[src/rtl/soft_switches_pkg.sv]
// Shared definitions for the soft-switch register bank: register map,
// settle FSM states and the default set of self-clearing registers.
package soft_switches_pkg;

  localparam int SW_ROM_BANK   = 0;
  localparam int SW_TURBOFDC   = 1;
  localparam int SW_COVOX      = 2;
  localparam int SW_PSG_MIX    = 3;
  localparam int SW_PSG_TYPE   = 4;
  localparam int SW_15KHZ      = 5;
  localparam int SW_60HZ       = 6;
  localparam int SW_TURBO      = 7;
  localparam int SW_SWAP_FDD   = 8;
  localparam int SW_JOY_TYPE   = 9;
  localparam int SW_VIDEO_MODE = 10;
  localparam int SW_DIVMMC     = 11;
  localparam int SW_NEMOIDE    = 12;
  localparam int SW_KBD_TYPE   = 13;
  localparam int SW_PAUSE      = 14;
  localparam int SW_NMI        = 15;
  localparam int SW_RESET      = 16;

  // NMI and reset are momentary: they fall back to their idle value on their own.
  localparam logic [31:0] DEFAULT_PULSE_MASK = (32'd1 << SW_NMI) | (32'd1 << SW_RESET);

  typedef enum logic {
    ST_IDLE,
    ST_SETTLE
  } state_t;

endpackage

[src/rtl/soft_switches_pulse.sv]
// Hold timer for one self-clearing register: loaded on a commit, counts down
// every cycle and flags the edge on which the register must return to idle.
module soft_switches_pulse
  import soft_switches_pkg::*;
#(
  parameter int PULSE_LEN = 4
) (
  input  logic clk,
  input  logic rst_n,
  input  logic load,
  input  logic clear,
  output logic expire
);

  localparam int CNT_W = (PULSE_LEN < 1) ? 1 : $clog2(PULSE_LEN + 1);

  logic [CNT_W-1:0] cnt;

  always_ff @(posedge clk or negedge rst_n) begin
    if (!rst_n) begin
      cnt <= '0;
    end else if (load) begin
      cnt <= CNT_W'(PULSE_LEN);
    end else if (clear) begin
      cnt <= '0;
    end else if (cnt != '0) begin
      cnt <= cnt - 1'b1;
    end
  end

  // A commit on the expiry edge reloads or clears instead, so it must win.
  assign expire = (cnt == CNT_W'(1)) && !load && !clear;

endmodule

[src/rtl/soft_switches_bank.sv]
// Soft-switch register bank fed by the MCU command stream: debounces each
// command, commits it to the addressed register and exposes strobes/readback.
module soft_switches_bank
  import soft_switches_pkg::*;
#(
  parameter int ADDR_W        = 8,
  parameter int DATA_W        = 8,
  parameter int NUM_REGS      = 32,
  parameter int STABLE_CYCLES = 2,
  parameter int PULSE_LEN     = 4,
  parameter logic [NUM_REGS-1:0]        PULSE_MASK   = NUM_REGS'(DEFAULT_PULSE_MASK),
  parameter logic [NUM_REGS*DATA_W-1:0] RESET_VALUES = '0
) (
  input  logic                       clk,
  input  logic                       rst_n,
  input  logic [ADDR_W+DATA_W-1:0]   softsw_command,
  input  logic [ADDR_W-1:0]          rd_addr,
  output logic [NUM_REGS*DATA_W-1:0] sw_regs,
  output logic [NUM_REGS-1:0]        sw_changed,
  output logic [DATA_W-1:0]          rd_data,
  output logic                       cmd_err,
  output logic                       busy
);

  localparam logic [ADDR_W:0] NUM_REGS_A = (ADDR_W + 1)'(NUM_REGS);
  localparam logic [3:0]      STABLE_Q   = 4'(STABLE_CYCLES);

  state_t                   state, state_next;
  logic [ADDR_W+DATA_W-1:0] cmd_q, cmd_q_next;
  logic [3:0]               stable_cnt, stable_cnt_next;
  logic                     commit;
  logic [ADDR_W-1:0]        cmd_addr;
  logic [DATA_W-1:0]        cmd_data;
  logic                     addr_ok;
  logic [DATA_W-1:0]        rd_next;

  assign cmd_addr = cmd_q[ADDR_W+DATA_W-1 -: ADDR_W];
  assign cmd_data = cmd_q[DATA_W-1:0];
  assign addr_ok  = {1'b0, cmd_addr} < NUM_REGS_A;
  assign busy     = (state == ST_SETTLE);

  always_ff @(posedge clk or negedge rst_n) begin
    if (!rst_n) begin
      state      <= ST_IDLE;
      cmd_q      <= '0;
      stable_cnt <= '0;
    end else begin
      state      <= state_next;
      cmd_q      <= cmd_q_next;
      stable_cnt <= stable_cnt_next;
    end
  end

  // NOTE: every output of this block gets a default before the case so that
  // no path leaves one unassigned; a missed default would infer a latch.
  always_comb begin
    state_next      = state;
    cmd_q_next      = cmd_q;
    stable_cnt_next = stable_cnt;
    commit          = 1'b0;
    case (state)
      ST_IDLE: begin
        if (softsw_command != cmd_q) begin
          cmd_q_next      = softsw_command;
          stable_cnt_next = '0;
          state_next      = ST_SETTLE;
        end
      end
      ST_SETTLE: begin
        if (softsw_command != cmd_q) begin
          cmd_q_next      = softsw_command;
          stable_cnt_next = '0;
        end else if (stable_cnt >= STABLE_Q) begin
          commit     = 1'b1;
          state_next = ST_IDLE;
        end else if (stable_cnt != 4'hF) begin
          stable_cnt_next = stable_cnt + 4'd1;
        end
      end
      default: state_next = ST_IDLE;
    endcase
  end

  for (genvar i = 0; i < NUM_REGS; i++) begin : g_reg
    localparam logic [DATA_W-1:0] RST_VAL = RESET_VALUES[i*DATA_W +: DATA_W];

    logic              hit;
    logic              expire;
    logic              changed;
    logic [DATA_W-1:0] value, value_next;

    assign hit = commit && addr_ok && (cmd_addr == ADDR_W'(i));

    if (PULSE_MASK[i]) begin : g_pulse
      soft_switches_pulse #(
        .PULSE_LEN(PULSE_LEN)
      ) u_pulse (
        .clk   (clk),
        .rst_n (rst_n),
        .load  (hit && (cmd_data != RST_VAL)),
        .clear (hit && (cmd_data == RST_VAL)),
        .expire(expire)
      );
    end else begin : g_hold
      assign expire = 1'b0;
    end

    // NOTE: combinational next-value logic uses blocking '=', the flops below
    // use non-blocking '<=' so all registers sample the same pre-edge state.
    always_comb begin
      value_next = value;
      if (hit) begin
        value_next = cmd_data;
      end else if (expire) begin
        value_next = RST_VAL;
      end
    end

    // NOTE: these are individual flops with their own idle values, not a RAM,
    // so they are reset like any other control state.
    always_ff @(posedge clk or negedge rst_n) begin
      if (!rst_n) begin
        value   <= RST_VAL;
        changed <= 1'b0;
      end else begin
        value   <= value_next;
        changed <= (value_next != value);
      end
    end

    assign sw_regs[i*DATA_W +: DATA_W] = value;
    assign sw_changed[i]               = changed;
  end

  // Out-of-range addresses match no entry and read back as zero.
  always_comb begin
    rd_next = '0;
    for (int i = 0; i < NUM_REGS; i++) begin
      if (rd_addr == ADDR_W'(i)) begin
        rd_next = sw_regs[i*DATA_W +: DATA_W];
      end
    end
  end

  always_ff @(posedge clk or negedge rst_n) begin
    if (!rst_n) begin
      rd_data <= '0;
      cmd_err <= 1'b0;
    end else begin
      rd_data <= rd_next;
      cmd_err <= commit && !addr_ok;
    end
  end

endmodule

[config.mk]
export PLATFORM = sky130hd
export DESIGN_NAME = soft_switches_bank
export DESIGN_NICKNAME = d
export VERILOG_FILES = /design/src/rtl/soft_switches_pkg.sv /design/src/rtl/soft_switches_pulse.sv /design/src/rtl/soft_switches_bank.sv
export SDC_FILE = /design/constraint.sdc
export NUM_CORES = 1
export LEC_CHECK = 0
export ABC_AREA = 1
export BUFFER_PORTS_ARGS = -buffer_cell sky130_fd_sc_hd__buf_2
export CAP_MARGIN = 0
export CELL_PAD_IN_SITES_DETAIL_PLACEMENT = 0
export CELL_PAD_IN_SITES_GLOBAL_PLACEMENT = 1
export CORE_ASPECT_RATIO = 1.1
export CORE_MARGIN = 2
export CORE_UTILIZATION = 40
export DETAILED_ROUTE_END_ITERATION = 6
export PLACE_DENSITY_LB_ADDON = 0.1
export RECOVER_POWER = 50
export SLEW_MARGIN = 20
export SYNTH_ARGS = -nofsm -noshare
export SYNTH_HDL_FRONTEND = slang
export SYNTH_HIERARCHICAL = 1
export SYNTH_SLANG_ARGS = --single-unit
[constraint.sdc]
create_clock -name clk -period 5.9 [get_ports clk]
set_clock_uncertainty 0.2 [all_clocks]
set_input_delay 1.18 -clock clk [delete_from_list [all_inputs] [get_ports clk]]
set_output_delay 1.18 -clock clk [all_outputs]
set_load 0.03 [all_outputs]
; After elaboration in Yosys (flattened, before gate mapping)
; Index checks and enable logic that the tools add are counted.
[totals]
reg_bits = 324
output_inout_bits = 298
elab_cells = 319
[op_classes]
addsub = 3
n_lt_le_gt_ge = 2
n_eq_ne = 101
n_mux = 85
bitwise_logic = 1
reduce_logical = 56
[op_table]
columns = op, count
row1 = 8-bit 2-to-1 mux, 66
row2 = 8-bit by 5-bit equality test with 1-bit output (second input constant), 32
row3 = 8-bit inequality test, 32
row4 = 8-bit by 4-bit equality test with 1-bit output (second input constant), 16
row5 = 8-bit by 3-bit equality test with 1-bit output (second input constant), 8
row6 = 1-bit logical AND, 42
row7 = 8-bit by 2-bit equality test with 1-bit output (second input constant), 4
row8 = 8-bit logical NOT, 3
row9 = 3-bit 2-to-1 mux, 6
row10 = 8-bit by 1-bit equality test with 1-bit output (second input constant), 2
row11 = 16-bit 2-to-1 mux, 1
row12 = 4-bit 2-to-1 mux, 4
row13 = 16-bit inequality test, 1
row14 = 3-bit nonzero test, 4
row15 = 8-bit by 6-bit < comparator with 1-bit output (second input constant), 1
row16 = 4-bit case mux with 2 select lines, 1
row17 = 8-bit nonzero test, 1
row18 = 3-bit by 1-bit equality test with 1-bit output (second input constant), 2
row19 = 1-bit 2-to-1 mux, 6
row20 = 3-bit by 1-bit subtractor with 3-bit output (second input constant), 2
row21 = 1-bit logical NOT, 5
row22 = 4-bit by 1-bit adder with 4-bit output (second input constant), 1
row23 = 4-bit by 2-bit >= comparator with 1-bit output (second input constant), 1
row24 = 4-bit inequality test (second input constant), 1
row25 = other kinds (6), 6

; Longest topological paths before layout
; Gate-level depths: netlist of the first run.
[logic_depth]
word_depth = 33
ltp_mapped = 23

; By module
; The synthesis of the first run kept the hierarchy.
[modules_own_cells]
columns = module, n_inst, cells_each, area_per_inst_um2
row1 = soft_switches_bank, 1, 2415, 18363.9
row2 = soft_switches_pulse, 2, 26, 197.7

; Worst setup path before layout of the first run
; OpenSTA, ideal clock, no wires.
[synth_path]
kind = input-to-reg
from = input port softsw_command[2]
to = register g_reg[16].changed
arrival_time_ps = 3681
required_time_ps = 5571
path_slack_ps = 1890
cell_stages = 21
path_buffers = 1
path_cell_list = xnor2_1 > nand2_1 > nor4_2 > nand2_2 > nor2_4 > nand2_4 > clkinv_2 > nand2_2 > nor2_2 > nand2_2 > buf_2 > nor2_1 > nor2_4 > nand2_1 > nor2_1 > inv_1 > nand3_1 > o21ai_0 > xor2_1 > nor4_1 > nand2_1
[synth_between]
elab_chain_len = 12
word_cells_on_any_way = 14
[synth_rtl]
columns = item, line
row1 = start: declaration, soft_switches_bank.sv:16  ; input logic [ADDR_W+DATA_W-1:0] softsw_command,
row2 = 16-bit inequality test (*), soft_switches_bank.sv:70  ; if (softsw_command != cmd_q) begin
row3 = 1-bit 2-to-1 mux (*), soft_switches_bank.sv:70
row4 = 1-bit 2-to-1 mux (*), soft_switches_bank.sv:61  ; case (state)
row5 = 1-bit logical AND (*) (2 in a row), soft_switches_bank.sv:92  ; assign hit = commit && addr_ok && (cmd_addr == ADDR_W'(i));
row6 = 1-bit logical AND, soft_switches_bank.sv:100  ; .load (hit && (cmd_data != RST_VAL)),
row7 = 1-bit logical NOT, soft_switches_pulse.sv:32  ; assign expire = (cnt == CNT_W'(1)) && !load && !clear;
row8 = 1-bit logical AND, soft_switches_pulse.sv:32
row9 = 1-bit logical AND (*), soft_switches_pulse.sv:32
row10 = net g_reg[16].expire, soft_switches_bank.sv:88  ; logic expire;
row11 = 8-bit 2-to-1 mux (*), soft_switches_bank.sv:114  ; end else if (expire) begin
row12 = 8-bit 2-to-1 mux (*), soft_switches_bank.sv:112  ; if (hit) begin
row13 = net g_reg[16].value_next[2], soft_switches_bank.sv:90  ; logic [DATA_W-1:0] value, value_next;
row14 = 8-bit inequality test (*), soft_switches_bank.sv:127  ; changed <= (value_next != value);
row15 = end signal: assignment, soft_switches_bank.sv:127
row16 = end: declaration, soft_switches_bank.sv:89  ; logic changed;
; Mark *: on every way through the listed nets, which the timed path passes. The rest lies on a longest branch.
; A chain may end at the register's enable or synchronous reset.

; Worst setup path after layout of the first run
[layout_path]
from = register cmd_q[5]
to = register g_reg[15].changed
[layout_between]
elab_chain_len = 12
word_cells_on_any_way = 16
[layout_rtl]
columns = item, line
row1 = start: declaration, soft_switches_bank.sv:29  ; logic [ADDR_W+DATA_W-1:0] cmd_q, cmd_q_next;
row2 = start signal: assignment, soft_switches_bank.sv:49  ; cmd_q <= cmd_q_next;
row3 = 16-bit inequality test, soft_switches_bank.sv:70
row4 = 1-bit 2-to-1 mux, soft_switches_bank.sv:70
row5 = 1-bit 2-to-1 mux, soft_switches_bank.sv:61
row6 = 1-bit logical AND (2 in a row), soft_switches_bank.sv:92
row7 = 1-bit logical AND, soft_switches_bank.sv:100
row8 = 1-bit logical NOT, soft_switches_pulse.sv:32
row9 = 1-bit logical AND, soft_switches_pulse.sv:32
row10 = 1-bit logical AND (*), soft_switches_pulse.sv:32
row11 = net g_reg[15].expire, soft_switches_bank.sv:88
row12 = 8-bit 2-to-1 mux (*), soft_switches_bank.sv:114
row13 = 8-bit 2-to-1 mux (*), soft_switches_bank.sv:112
row14 = net g_reg[15].value_next[6], soft_switches_bank.sv:90
row15 = 8-bit inequality test (*), soft_switches_bank.sv:127
row16 = end signal: assignment, soft_switches_bank.sv:127
row17 = end: declaration, soft_switches_bank.sv:89
; Marked as above.

==> results of run 1 <==
## cells by family (layout without fill, tap and decap cells)
family	Yosys count	after routing	synth area share
xor gates and xnor gates	23	23	0.0107
adders and majority gates	8	8	0.00534
and+or+nand+nor	991	991	0.239
other	0	2	0
DFF	324	324	0.432
buffers and inverters	579	883	0.128
AOI/OAI and AO/OA	542	542	0.185
## layout by cell type (no fill, tap or decap), types with 64 or more instances in the layout
cell,n
a221oi_1,65
a21oi_1,122
o22ai_1,87
nor2_1,264
dfrtp_1,324
nand2_1,458
o21ai_0,107
inv_1,426
clkbuf_1,150
nand4_1,85
buf_2,177
nor3_1,64
## cell type report
type / instances / share of cell area
inverter: 462 / 0.0798
sequential: 324 / 0.371
clock inverter: 15 / 0.00898
multi-input combinational: 1564 / 0.377
timing repair buffer: 352 / 0.0766
antenna: 2 / 0.000229
tap: 595 / 0.0341
clock buffer: 54 / 0.0528
## flip-flops by register name, summed over array words and instances, names as in the netlist
name,cells
g.value,256
g.changed,32
cmd_q,16
rd_data,8
g.g_pulse.u_pulse/cnt,6
stable_cnt,4
busy,1
cmd_err,1
## report_power, final
part | switching, mW | internal (mW) | total (mW)
Sequential | 0.00883 | 2.23 | 2.24
Clock | 1.02 | 1.55 | 2.57
Combinational | 0.189 | 0.0341 | 0.223
Total | 1.22 | 3.81 | 5.03
## layer usage
metal,GRT usage,vias up,routed length (microns)
li1,-,8675,-
met1,0.409,9108,32600
met2,0.513,770,36100
met3,0.0520,188,5420
met4,0.156,0,3910
met5,0,-,0
## worst paths after layout
kind,from,endpoint,slack (ns),depth (start not counted)
max in group asynchronous,rst_n,g_reg[9].value[0],1.88,2
worst min-delay path,stable_cnt[2],stable_cnt[2],0.30,2
worst max-delay path,cmd_q[5],g_reg[15].changed,1.35,19
worst max register to register,cmd_q[5],g_reg[15].changed,1.35,19
worst min register to register,stable_cnt[2],stable_cnt[2],0.30,2
min in group asynchronous,rst_n,g_reg[0].changed,1.27,1
## stage by stage
stage               setup slack, ns  utilization  instances  total power, mW
finish                         1.35        0.470       3368             5.03
CTS                            1.51        0.474       3366             5.08
global placement              0.974        0.445       3297             2.51
global route                   1.01        0.470       3368             5.19
floorplan                      1.89            -       2467             2.36
detailed placement            0.910        0.445       3297             2.51
## worst max-delay path, cell delays in order, from the launching register on
cell and delay (ns):
dfrtp_1 0.41, inv_4 0.43, or2_1 0.18, nand4_1 0.17, nor4_1 0.50, nand2_2 0.16, nor2_1 0.27, nand2_4 0.14
nor2_8 0.15, nand3_2 0.32, nor2_1 0.36, nor2_4 0.06, nand2_1 0.07, nor2_1 0.05, inv_1 0.23, nand3_1 0.10
o21ai_0 0.14, xor2_1 0.11, nor4_1 0.29, nand2_1 0.08
==> results.cfg, run 1 <==
[clocking]
cts_hold_buf = 0
h-tree-depth = 2
post_cts_resized = 0
clk_pin_slew_ns = 0.06
cts_buffers = 40
cts_root_buf = clkbuf_16
insertion_delay_ns = 0.58
postCtsSetupRepairBufs = 0
clkSinkCount = 324
cts_tree = built
clock_path_buffers = 3

[sta]
setup_viol = 0
slew_violations = 104
rsz0062_at_grt = false
finalCriticalPeriod_ns = 4.55
period_share = 0.771
hold_violations = 0
hold_slack_ns = 0.305
finalSetupTns_ns = 0
relSlewSlack = -0.974
tightest_slew_ns = 2.96
max_freq_mhz = 220

[synthesis]
avgSynthCellArea_sq_um = 7.60
syn_area_sq_um = 18800
ys_top_cells_by_count = nand2_1, inv_1, dfrtp_1, nor2_1, a21oi_1
yosysUniqueCellTypes = 49
synthTopCellsByArea = dfrtp_1, nand2_1, inv_1
syn_inst = 2467
synth_nets = 2501
synth_top_area_share = 0.432
yosysSeqAreaShare = 0.432
synth.most_common_cell = nand2_1
synth_ff_type = dfrtp_1
yosys.area.top_type = dfrtp_1
yosysWarnings = 6
synth_edf_count = 0
ys_ff_latch = 324
async_flop_share = 1.00

[final_layout]
nNetsFinal = 2778
seq_area_sq_um = 8110
drive_gt1_frac = 0.127
multi_input_comb_area_sq_um = 8230
fill_cells = 4827
syn_to_final_growth_pct = 16.5
design_area_sq_um = 21900

[routing]
vias = 18700
first_pass_iters = 5
drt_iter0_drc = 1667
drc = 0
viasPerCell = 5.56
wl_per_cell_microns = 23.1
final_antenna_net_count = 0
routed_wl_microns = 78000

[run_status]
violations = max-capacitance violations, max-slew violations
status = finished, violations left

[power]
powerDensity_nw_per_um2 = 230
p_leak_nw = 11.6
ir_drop_mv = 0.187

[floorplan]
die_w_microns = 210
rows = 83
die_h_microns = 231
pin_count = 324
dieArea_sq_um = 48600
initial_utilization = 0.403
core-area_sq_um = 46500

[place]
gp_congestion = 1.03
io_buffer_count = 323
dpl_cell_area_sq_um = 20700
dp_hpwl_microns = 57800

[worst_hold_path]
hold_path.class = reg2reg

[global_routing]
overflow = 0
grt_antenna_before_repair = 3
grt_start_max_net_pins = 106
grt_use_total = 0.316
grt_pass1_wl_microns = 114000
grt_pass1_vias = 17700

[critical_path]
cp_max_fo = 26
crit_type = reg2reg
worstPathRequired_ns = 6.16
endpoint_kind = register
arrival_ns = 4.81
start_kind = register

[flow_run]
maxCapViolCount = 1
Power figures use the tool's default switching activity.
==> inputs of run 2 (changes only) <==
--- a/config.mk
+++ b/config.mk
@@ -5,7 +5,7 @@
 export SDC_FILE = /design/constraint.sdc
 export NUM_CORES = 1
 export LEC_CHECK = 0
-export ABC_AREA = 1
+export ABC_AREA = 0
 export BUFFER_PORTS_ARGS = -buffer_cell sky130_fd_sc_hd__buf_2
 export CAP_MARGIN = 0
 export CELL_PAD_IN_SITES_DETAIL_PLACEMENT = 0
==> constraint.sdc (replaced) <==
create_clock -name clk -period 4.6 [get_ports clk]
set_clock_uncertainty 0.2 [all_clocks]
set_input_delay 0.92 -clock clk [delete_from_list [all_inputs] [get_ports clk]]
set_output_delay 0.92 -clock clk [all_outputs]
set_load 0.03 [all_outputs]
==> run 2 against run 1 <==
  * The flow still finishes with violations (max-capacitance violations, max-slew violations)
  * Area after synthesis is 2.1% higher
  * Power rose by 31%
  * Critical path depth is 9 lower
  * Critical path type unchanged
  * Highest routed layer unchanged
==> results.cfg, run 2 <==
[final_layout]
fin_util = 0.470
nNetsFinal = 2016
syn_to_final_growth_pct = 16.5
layout_common_cells = dfrtp_1, xor2_1, mux2_2, buf_2, clkbuf_1
top_register = g.value
largest_reg_flops = 256
final_common_cell = dfrtp_1
drive_gt1_frac = 0.293
reg_top3 = g.value: 256 flops, g.changed: 32 flops, cmd_q: 16 flops

[sta]
period_share = 0.846
finalCriticalPeriod_ns = 3.89
hold_violations = 0
slew_violations = 91
rsz0062_at_grt = false
tightest_slew_ns = 2.72
max_freq_mhz = 257
relSlewSlack = -0.811
finalSetupTns_ns = 0
setup_viol = 0

[global_routing]
grt_antenna_before_repair = 1
grt_pass1_wl_microns = 110000
overflow = 0
grt_start_max_net_pins = 93
grt_use_total = 0.303
grt_pass1_vias = 15400

[routing]
drc = 0
routed-wl-met3_microns = 4970
met2WireLength_microns = 35400
final_antenna_net_count = 0
highest_layer = met4
vias = 15300
wl_per_cell_microns = 28.5
drt_iter0_drc = 1257
first_pass_iters = 6
routed_wl_microns = 75500
wl_met1_microns = 33100
viasPerCell = 5.76

[clocking]
cts_root_buf = clkbuf_16
clk_pin_slew_ns = 0.06
h-tree-depth = 2
cts_buffers = 38
cts_hold_buf = 0
insertion_delay_ns = 0.56
clock_path_buffers = 3
postCtsSetupRepairBufs = 0
cts_tree = built
clkSinkCount = 324
post_cts_resized = 0

[run_status]
status = finished, violations left
violations = max-capacitance violations, max-slew violations

[synthesis]
yosys.area.top_type = dfrtp_1
synth_top_family_by_area = multiplexers
async_flop_share = 1.00
synth_simple_gate_area_frac = 0.120
syn_area_sq_um = 19200
ys_ff_latch = 324
ys_top_cells_by_count = dfrtp_1, xor2_1, mux2_2, a21oi_1, nand2_1
synth_ff_type = dfrtp_1
muxShareOfSynthArea = 0.186
syn_inst = 1734
synthXorXnorAreaFrac = 0.125
synth_compound_area_frac = 0.0942
synth.most_common_cell = dfrtp_1
yosysSeqAreaShare = 0.423
synthTopCellsByArea = dfrtp_1, xor2_1, mux2_2
synthAdderAreaFrac = 0.00523
avgSynthCellArea_sq_um = 11.0
synth_top_area_share = 0.423
synth_edf_count = 0
yosysUniqueCellTypes = 80
synth_nets = 1768
yosysWarnings = 6

[critical_path]
crit_type = reg2reg
worstPathRequired_ns = 4.88
cp_max_fo = 15
start_kind = register
arrival_ns = 4.17
endpoint_kind = register

[power]
ir_drop_mv = 0.195
switching_share = 0.262
p_comb_frac = 0.097
p_clk_frac = 0.465
powerDensity_nw_per_um2 = 296
p_leak_nw = 11.1
switchingPower_mw = 1.73
internal_power_mw = 4.87
p_seq_frac = 0.438

[floorplan]
dieArea_sq_um = 49700
die_h_microns = 234
die_w_microns = 213
pin_count = 324
initial_utilization = 0.403
core-area_sq_um = 47500
rows = 84

[place]
dp_hpwl_microns = 53600
io_buffer_count = 323
gp_congestion = 0.943

[flow_run]
maxCapViolCount = 1

[worst_hold_path]
hold_path.class = in2reg
## run 2: cells by family after synthesis
logic type,count (synthesis)
simple gates,368
flops,324
mux,293
compound gates,279
xor+xnor,274
buf+inv,188
fa+ha+maj,8
## run 2: worst max-delay path: stages (launching register included)
cell,delay [ns]
dfrtp_1,0.63
xor2_1,0.17
nor4_4,0.33
nand4_1,0.65
nor3_1,0.51
buf_4,0.19
nand2_1,0.09
nor2_1,0.30
nor4b_2,0.16
or3b_2,0.48
o21ai_0,0.08
## run 2: area by class of cell
| type | instances | area [sq um] |
|---|---|---|
| Antenna cell | 1 | 2.50 |
| Clock buffer | 55 | 1130 |
| Clock inverter | 12 | 118 |
| Fill cell | 4606 | 25200 |
| Inverter | 16 | 60.1 |
| Multi-Input combinational cell | 1222 | 10200 |
| Sequential cell | 324 | 8120 |
| Tap cell | 645 | 807 |
| Timing Repair Buffer | 380 | 1900 |
## run 2: path summary, 6_finish.rpt
| path | from | endpoint | slack [ns] | cells after the start |
|---|---|---|---|---|
| worst max-delay path | cmd_q[10] | g_reg[15].value[0] | 0.71 | 10 |
| worst min-delay path | softsw_command[10] | cmd_q[10] | 0.30 | 1 |
| worst max register to register | cmd_q[10] | g_reg[15].value[0] | 0.71 | 10 |
| worst min register to register | stable_cnt[2] | stable_cnt[2] | 0.30 | 2 |
| max in group asynchronous | rst_n | g_reg[2].changed | 1.57 | 1 |
| min in group asynchronous | rst_n | g_reg[21].changed | 0.94 | 1 |
## run 2: layer usage
layer  vias to the layer above  global-route usage
li1                       6688                   -
met1                      7877               0.418
met2                       617               0.485
met3                       122              0.0578
met4                         0              0.0872
met5                         -                   0
## run 2: power groups by stage
| stage | clock network, mW | logic, mW | registers [mW] |
|---|---|---|---|
| after global placement | 0 | 0.632 | 2.94 |
| final | 3.07 | 0.641 | 2.89 |
| after global routing | 3.25 | 0.692 | 2.89 |
| after CTS | 3.12 | 0.643 | 2.89 |
| after detailed placement | 0 | 0.641 | 2.94 |
| after floorplan | 0 | 0.388 | 2.94 |
## run 2: metrics by stage
stage	worst slack, ns	std cells	area, sq um	total power [mW]	hold WS, ns
after floorplan	1.31	1734	19200	3.33	0.263
after global placement	0.824	2587	21300	3.57	0.279
after detailed placement	0.701	2587	21300	3.58	0.296
after CTS	1.18	2654	22500	6.65	0.238
after global routing	0.547	2654	22300	6.83	0.277
final	0.709	2655	22300	6.60	0.299
==> inputs of run 3 (changes only) <==
==> constraint.sdc (replaced) <==
create_clock -name clk -period 3.3 [get_ports clk]
set_clock_uncertainty 0.2 [all_clocks]
set_input_delay 0.66 -clock clk [delete_from_list [all_inputs] [get_ports clk]]
set_output_delay 0.66 -clock clk [all_outputs]
set_load 0.03 [all_outputs]
==> run 3 against run 2 <==
  * The run now ends clean
  * Critical endpoint is now g_reg[0].value[7]
  * First-iteration DRC count is 17% lower
  * Sequential power rose by 39%
  * Non-clock buffer count is 53 higher
  * Clock power is 42% higher
  * Largest power group unchanged
  * Count of clock-buffer cells in the layout rose by 4
==> results.cfg, run 3 (same netlist as run 2, synthesis figures left out) <==
[critical_path]
arrival_ns = 3.19
slowest_stage = mux2_2
critical-path-max-stage-delay_ns = 0.39
worstPathCellList = inv_1 -> ha_1 -> nor4_1 -> nand2b_1 -> nand2b_1 -> nor2_4 -> buf_12 -> nand3_1 -> mux2_2
crit_top_cell = nand2b_1
path_buf_inv = 2
cpLargestDelayFamily = simple AND/OR/NAND/NOR gates
crit_type = reg2reg
endpoint_kind = register
worstPathRequired_ns = 3.53
cp_max_fo = 14
start_kind = register

[clocking]
cts_tree = built
post_cts_resized = 0
h-tree-depth = 2
insertion_delay_ns = 0.56
clkSinkCount = 324
cts_root_buf = clkbuf_16
cts_hold_buf = 1
postCtsSetupRepairBufs = 0
clock_path_buffers = 3
clk_pin_slew_ns = 0.06
cts_buffers = 38

[sta]
setup_viol = 0
hold_violations = 0
finalCriticalPeriod_ns = 2.96
period_share = 0.897
relSlewSlack = 0.108
hold_slack_ns = 0.0346
tightest_slew_ns = 1.34
rsz0062_at_grt = false
finalSetupTns_ns = 0
slew_violations = 0
max_freq_mhz = 338

[global_routing]
grt_use_total = 0.305
grt_antenna_before_repair = 1
grt_pass1_wl_microns = 110000
grt_pass1_vias = 15500
grt_start_max_net_pins = 76
overflow = 0

[floorplan]
initial_utilization = 0.403
die_h_microns = 234
core-area_sq_um = 47500
die_w_microns = 213
dieArea_sq_um = 49700
rows = 84
pin_count = 324

[final_layout]
nNetsFinal = 2069
reg_top3 = g.value: 256 flops, g.changed: 32 flops, cmd_q: 16 flops
fill_cells = 4573
final_common_cell = dfrtp_1
layout_common_cells = dfrtp_1, xor2_1, mux2_2, buf_2, clkbuf_1
syn_to_final_growth_pct = 19.4
drive_gt1_frac = 0.309
largest_reg_flops = 256
top_register = g.value

[power]
powerDensity_nw_per_um2 = 408
p_leak_nw = 11.4
ir_drop_mv = 0.370

[routing]
first_pass_iters = 5
final_antenna_net_count = 0
drc = 0
viasPerCell = 5.71
drt_iter0_drc = 1048
wl_per_cell_microns = 28.1
routed_wl_microns = 76000
vias = 15500

[worst_hold_path]
hold_path.class = in2reg

[place]
dp_hpwl_microns = 53900
io_buffer_count = 323
gp_congestion = 0.940

[run_status]
status = completed

[flow_run]
maxCapViolCount = 0
run 3: cell types whose count changed in the layout (fill, tap and decap cells not counted), moves of 4 or more:
cell | before | now
buf_12 | 2 | 13
buf_4 | 57 | 94
clkbuf_8 | 9 | 13
clkinv_2 | 8 | 3
run 3: worst paths after layout:
| check | to | slack (ns) | startpoint | depth (start not counted) |
|---|---|---|---|---|
| max in group asynchronous | cmd_q[2] | 0.45 | rst_n | 3 |
| setup reg to reg | g_reg[0].value[7] | 0.34 | stable_cnt[0] | 9 |
| setup / recovery | g_reg[0].value[7] | 0.34 | stable_cnt[0] | 9 |
| min in group asynchronous | g_reg[21].changed | 0.73 | rst_n | 2 |
| hold reg to reg | stable_cnt[3] | 0.29 | stable_cnt[3] | 2 |
| hold / removal | cmd_q[1] | 0.03 | softsw_command[1] | 1 |
run 3: stage by stage:
step | utilization | std cells | power (mW) | cell area [sq um] | setup WS [ns]
6_report | 0.481 | 2708 | 9.33 | 22900 | 0.340
5_1_grt | 0.481 | 2706 | 9.63 | 22900 | 0.124
4_1_cts | 0.486 | 2706 | 9.41 | 23100 | 0.330
3_5_place_dp | 0.459 | 2639 | 5.05 | 21800 | 0.108
3_3_place_gp | 0.459 | 2639 | 5.04 | 21800 | 0.133
2_1_floorplan | - | 1734 | 4.64 | 19200 | 0.273
run 3: area by class of cell:
type	instances	area [sq um]	share of cell area
multi-input cells	1222	10200	0.445
clock buffers	59	1180	0.0516
inverters	16	60.1	0.00263
clock inverters	7	91.3	0.00399
flip-flops and latches	324	8120	0.355
well taps	645	807	0.0353
repair buffers	433	2430	0.106
diodes	2	5.00	0.000219
run 3: layer usage:
metal	part of all wire	track usage	up-vias
met3	0.065	0.0663	137
li1	-	-	6800
met1	0.44	0.413	7986
met4	0.033	0.104	0
met5	0	0	-
met2	0.47	0.482	542
run 3: power by group:
| part | internal, mW | switching, mW |
|---|---|---|
| Combinational | 0.304 | 0.645 |
| Sequential | 4.00 | 0.0223 |
| Clock | 2.61 | 1.74 |
| Total | 6.92 | 2.41 |
